`config.mk`:
```
export PLATFORM = sky130hd
export DESIGN_NAME = id_fwd_stage
export DESIGN_NICKNAME = d
export VERILOG_FILES = /design/src/rtl/id_fwd_stage.sv
export SDC_FILE = /design/constraint.sdc
export NUM_CORES = 1
export LEC_CHECK = 0
export CAP_MARGIN = 20
export CELL_PAD_IN_SITES_DETAIL_PLACEMENT = 1
export CELL_PAD_IN_SITES_GLOBAL_PLACEMENT = 1
export CORE_AREA = 2 2 190 192
export DETAILED_ROUTE_END_ITERATION = 10
export DIE_AREA = 0 0 192 194
export DONT_BUFFER_PORTS = 1
export GPL_TIMING_DRIVEN = 0
export PLACE_DENSITY = 0.44
export SYNTH_ARGS = -nofsm -noshare
export SYNTH_HDL_FRONTEND = slang
export SYNTH_SLANG_ARGS = --single-unit
```
`constraint.sdc`:
```
create_clock -name clk -period 38.2 [get_ports clk]
set_input_delay 7.64 -clock clk [delete_from_list [all_inputs] [get_ports clk]]
set_output_delay 7.64 -clock clk [all_outputs]
set_load 0.01 [all_outputs]
```
`src/rtl/id_fwd_stage.sv`:
```
// Decode-stage pipeline slot: IF->ID register, operand forwarding, interlock, branch resolve.
// Optional interlock-cycle counter enabled by defining ID_STALL_CNT_EN.
module id_fwd_stage #(
    parameter int NUM_FWD = 3
) (
    input  logic                   clk,
    input  logic                   reset,
    input  logic                   if_id_valid,
    output logic                   id_allowin,
    input  logic [63:0]            if_id_bus,
    output logic                   id_exe_valid,
    input  logic                   exe_allowin,
    input  logic                   flush,
    output logic [31:0]            id_pc,
    output logic [31:0]            id_inst,
    input  logic                   dec_rj_used,
    input  logic                   dec_rk_used,
    input  logic                   dec_rd_src,
    input  logic [2:0]             dec_br_op,
    input  logic [31:0]            dec_br_target,
    output logic [4:0]             rf_raddr1,
    output logic [4:0]             rf_raddr2,
    input  logic [31:0]            rf_rdata1,
    input  logic [31:0]            rf_rdata2,
    input  logic [NUM_FWD*39-1:0]  fwd_bus,
    output logic [31:0]            rj_value,
    output logic [31:0]            rkd_value,
    output logic [32:0]            id_if_bus,
    output logic [31:0]            stall_cnt
);

    logic        r_valid;
    logic [31:0] r_pc;
    logic [31:0] r_inst;

    logic [32:0] w_res1;
    logic [32:0] w_res2;
    logic        w_blk1;
    logic        w_blk2;
    logic        w_ready_go;
    logic        w_cond;
    logic        w_lt_s;
    logic        w_lt_u;
    logic        w_eq;
    logic        w_br_taken;
    logic        w_capture;

    // Returns {blocked, value}. Scanning from the lowest-priority channel up
    // lets the highest-priority match overwrite any older one.
    function automatic logic [32:0] resolve(
        input logic [4:0]             a,
        input logic                   used,
        input logic [31:0]            rf,
        input logic [NUM_FWD*39-1:0]  fb
    );
        logic [32:0] r;
        r = {1'b0, (a == 5'd0) ? 32'h0 : rf};
        if (used && a != 5'd0) begin
            for (int k = NUM_FWD - 1; k >= 0; k--) begin
                if (fb[39*k+38] && fb[39*k+32 +: 5] == a)
                    r = {fb[39*k+37], fb[39*k +: 32]};
            end
        end
        return r;
    endfunction

    assign rf_raddr1 = r_inst[9:5];
    assign rf_raddr2 = dec_rd_src ? r_inst[4:0] : r_inst[14:10];

    assign w_res1 = resolve(rf_raddr1, dec_rj_used, rf_rdata1, fwd_bus);
    assign w_res2 = resolve(rf_raddr2, dec_rk_used, rf_rdata2, fwd_bus);

    assign w_blk1    = w_res1[32];
    assign w_blk2    = w_res2[32];
    assign rj_value  = w_res1[31:0];
    assign rkd_value = w_res2[31:0];

    assign w_ready_go   = ~(w_blk1 | w_blk2);
    assign id_exe_valid = r_valid & w_ready_go & ~flush;
    assign id_allowin   = ~r_valid | (w_ready_go & exe_allowin);

    assign w_eq   = rj_value == rkd_value;
    assign w_lt_s = $signed(rj_value) < $signed(rkd_value);
    assign w_lt_u = rj_value < rkd_value;

    always_comb begin
        w_cond = 1'b0;
        unique case (dec_br_op)
            3'd1:    w_cond = w_eq;
            3'd2:    w_cond = ~w_eq;
            3'd3:    w_cond = w_lt_s;
            3'd4:    w_cond = ~w_lt_s;
            3'd5:    w_cond = w_lt_u;
            3'd6:    w_cond = ~w_lt_u;
            3'd7:    w_cond = 1'b1;
            default: w_cond = 1'b0;
        endcase
    end

    assign w_br_taken = w_cond & r_valid & w_ready_go & ~flush;
    assign id_if_bus  = {w_br_taken, dec_br_target};

    assign w_capture = if_id_valid & id_allowin & ~w_br_taken & ~flush;

    always_ff @(posedge clk) begin
        if (reset)
            r_valid <= 1'b0;
        else if (flush | w_br_taken)
            r_valid <= 1'b0;
        else if (id_allowin)
            r_valid <= if_id_valid;
    end

    always_ff @(posedge clk) begin
        if (w_capture) begin
            r_pc   <= if_id_bus[63:32];
            r_inst <= if_id_bus[31:0];
        end
    end

    assign id_pc   = r_pc;
    assign id_inst = r_inst;

`ifdef ID_STALL_CNT_EN
    logic [31:0] r_stall_cnt;

    always_ff @(posedge clk) begin
        if (reset)
            r_stall_cnt <= 32'h0;
        else if (r_valid & ~w_ready_go & ~flush & ~(&r_stall_cnt))
            r_stall_cnt <= r_stall_cnt + 32'd1;
    end

    assign stall_cnt = r_stall_cnt;
`else
    assign stall_cnt = 32'h0;
`endif

endmodule

```
==> metrics.md <==
| Metric | Value |
|---|---|
| Top cell by count, worst path | `a211oi_1` |
| Max Buffers Root-to-Sink | `2` |
| Die height | `194 um` |
| Area Growth Syn to Fin | `14.36%` |
| Post-CTS setup buffer count | `0` |
| Endpoints failing hold | `0` |
| Number of max-cap violations | `0` |
| Drt pass-1 iters | `5` |
| Worst EP arrival | `between 10000 and 15000 ps` |
| Least-Margin Pin Slew | `~1000 ps` |
| FP Rows | `69` |
| Global-route wire length before repair | `57.49 mm` |
| Cell Chain, Critical Path | `xnor2_1 -> nand3_1 -> nor2_1 -> clkbuf_1 -> a21oi_1 -> a211oi_1 -> a21oi_1 -> a211oi_1 -> ha_1 -> nand4_1 -> nor4_1 -> a21boi_1 -> o31a_1 -> nor3_1 -> a211oi_1 -> a211oi_1 -> buf_4` |
| Status | `finished clean` |
| Final std cells w/o fill | `1384` |
| Worst Hold Class | `register to register` |
| Final-report max-slew violation count | `0` |
| Skew final | `around 15 ps` |
| Clock root buffer master | `clkbuf_16` |
| Worst Path Required | `30560 ps` |
| Die Wd | `192 um` |
| Post-synthesis xor/xnor area fraction | `3.576%` |
| Largest net degree at the start of global routing | `13` |
| Synth Area in Simple Gates | `17.47%` |
| Max Freq | `47.96 MHz` |
| Pwr Density | `approximately 30 nW/um2` |
| Synthesized area | `7347 um2` |
| Commonest non-fill, non-tap cell in the layout | `nor2_1` |
| Crit path capture type | `output pin` |
| GP Congestion | `0.8198` |
| Setup TNS | `0 ps` |
| CTS tree | `built` |
| Die area | `37250 um2` |
| Clock Sinks | `65` |
| Post-synthesis mux area share | `5.807%` |
| Initial antenna violation count | `2` |
| Setup Crit Path Kind | `primary input to output pin` |
| Vias per cell | `5.278` |
| Total routed wirelength | `43.04 mm` |
| Post-synth EDFFs | `64` |
| Avg Inst Size Synth | `8.484 um2` |
| Ys Warns | `0` |
| Core area | `approximately 35000 um2` |
| CTS clk-pin slew, worst paths | `60 ps` |
| Gr ovfl total | `0` |
| Vias in the first global route | `7495` |
| R2r worst-path depth | `23` |
| Hold wc startpoint | `r_valid` |
| Synthesized flop and latch total | `between 60 and 70` |
| Final #Nets | `1237` |
| Compound-Gate Fraction of Synth Area | `29.07%` |
| Max-Slew Margin vs Limit | `31.94%` |
| Via count | `7305` |
| Synth Area in Adders | `5.450%` |
| Share of cells above drive strength 1 | `between 10% and 20%` |
| Crit share post-route | `54.59%` |
| Gr usage total | `21.93%` |
| Peak supply drop | `0.00003361 V` |
| R2R setup slack | `30220 ps` |
| DRC Markers | `0` |
| Final Critical Period | `~21000 ps` |
| Hold Path End | `id_inst[5]` |
| Commonest non-fill, non-tap cells in the layout | `nor2_1, a21oi_1, a211oi_1, buf_4, edfxtp_1` |
| CP Launch Type | `primary input` |
| Cells after DPL | `1367` |
| Sequential area share after synthesis | `26.43%` |
| Worst hold slack | `roughly 640 ps` |
| H-Tree Depth | `3` |
| RR Startpoint | `id_inst[6]` |
| Main synth FF type | `edfxtp_1` |
| Post-synth cell types | `50` |
| WHS Path Cells | `1` |
| CTS Hold Buffers Added | `0` |
| Initial cell density of the core | `20.86%` |
| WL/cell | `31.10 um` |
| Endpoints failing setup | `0` |
| CTS Buf Count | `9` |
| Crit-path max FO | `10` |
| I/O pins | `493` |
| Slowest CP cell | `a211oi_1` |
| Reg2reg end | `id_pc[10]` |
| Routed Antenna Nets | `0` |
| Syn Inst Count | `866` |
| 1st-iter DRT viols | `490` |
| Pwr Total | `0.2509 mW` |
| Worst skew pair latency | `330 ps` |
| Leak pwr | `approximately 3.3 nW` |
| Input/output buffers | `0` |
| Post-CTS Resized | `0` |
| Largest family of logic cells by synthesized area | `compound AO/OA/AOI/OAI gates` |
| HPWL Detailed | `34.62 mm` |
| Crit-path max cell delay | `880 ps` |
| RSZ-0062 raised after global routing | `no` |
| Share of flip-flops with an asynchronous set or reset | `0%` |
==> layer usage <==
layer	share of wire, %	global-route usage [%]
met1	37	25.19
met2	50	38.74
met3	11	7.023
met4	2.4	6.079
met5	0	0
==> stage by stage <==
stage	setup WS, ps	util, %	area (um2)
global placement	14430	22.83	8040
detailed placement	17270	23.01	8105
global route	16850	23.85	8399
CTS	17260	23.85	8399
floorplan	18970	-	7463
finish	17350	23.85	8402
==> layout make-up <==
class	instances	area, um2
Multi-Input combinational cell	681	4634
Fill cell	4219	26820
Inverter	8	30.03
Sequential cell	65	1942
Timing Repair Buffer	9	60.06
Tap cell	461	576.8
Buffer	143	862.1
Antenna cell	1	2.502
Clock buffer	10	229.0
Clock inverter	6	65.06
==> Yosys cell counts (all sizes together), types with 2 or more instances <==
master / number / area [um2]
nor3: 4 / 25.02
nor3b: 32 / 240.2
and3: 3 / 18.77
nand3: 10 / 50.05
nand2: 9 / 33.78
edfxtp: 64 / 1922
nor2b: 34 / 212.7
clkbuf: 55 / 206.5
and4: 5 / 43.79
nor4: 6 / 43.79
mux2i: 37 / 415.4
a211o: 33 / 289.0
nand4: 7 / 43.79
ha: 32 / 400.4
inv: 8 / 30.03
a21oi: 111 / 555.5
or4: 2 / 15.01
xor2: 9 / 78.83
buf: 88 / 655.6
nor2: 137 / 514.2
a21o: 3 / 22.52
a2111oi: 2 / 25.02
xnor2: 21 / 183.9
o211ai: 3 / 32.53
o21ai: 6 / 30.02
a211oi: 132 / 1136
==> critical path: cells and delay by family <==
family | cells | cell delay [ps]
AOI/OAI and AO/OA | 8 | 2550
and+or+nand+nor | 5 | 1670
buffers and inverters | 2 | 860
adders and majority gates | 1 | 310
xor gates and xnor gates | 1 | 160
==> power by group <==
| part | switching [mW] | leakage, nW | internal (mW) |
|---|---|---|---|
| registers | 0.00419 | 0.606 | 0.0828 |
| logic | 0.0496 | 2.60 | 0.0323 |
| clock network | 0.0312 | 0.145 | 0.0508 |
| total | 0.0851 | 3.35 | 0.166 |
==> sequential cells by signal, indices dropped and copies added, names as in the netlist <==
register and count:
id_inst 32, id_pc 32, r_valid 1
==> worst max-delay path by stage <==
stage / from / endpoint / slack (ps) / cells after the start
2_1_floorplan: dec_rd_src / id_if_bus[32] / 18970 / 20
3_3_place_gp: fwd_bus[112] / id_pc[10] / 14430 / 17
3_5_place_dp: fwd_bus[112] / id_if_bus[32] / 17270 / 17
4_1_cts: fwd_bus[112] / id_if_bus[32] / 17260 / 17
5_1_grt: fwd_bus[110] / id_if_bus[32] / 16850 / 17
6_report: fwd_bus[112] / id_if_bus[32] / 17350 / 17
==> logic make-up after synthesis <==
kind of cell    Yosys count
flops                    65
xor+xnor                 30
fa+ha+maj                32
simple gates            254
buf+inv                 151
other cells               1
mux                      38
compound gates          295
No activity file was read; power rests on OpenSTA's default activity.
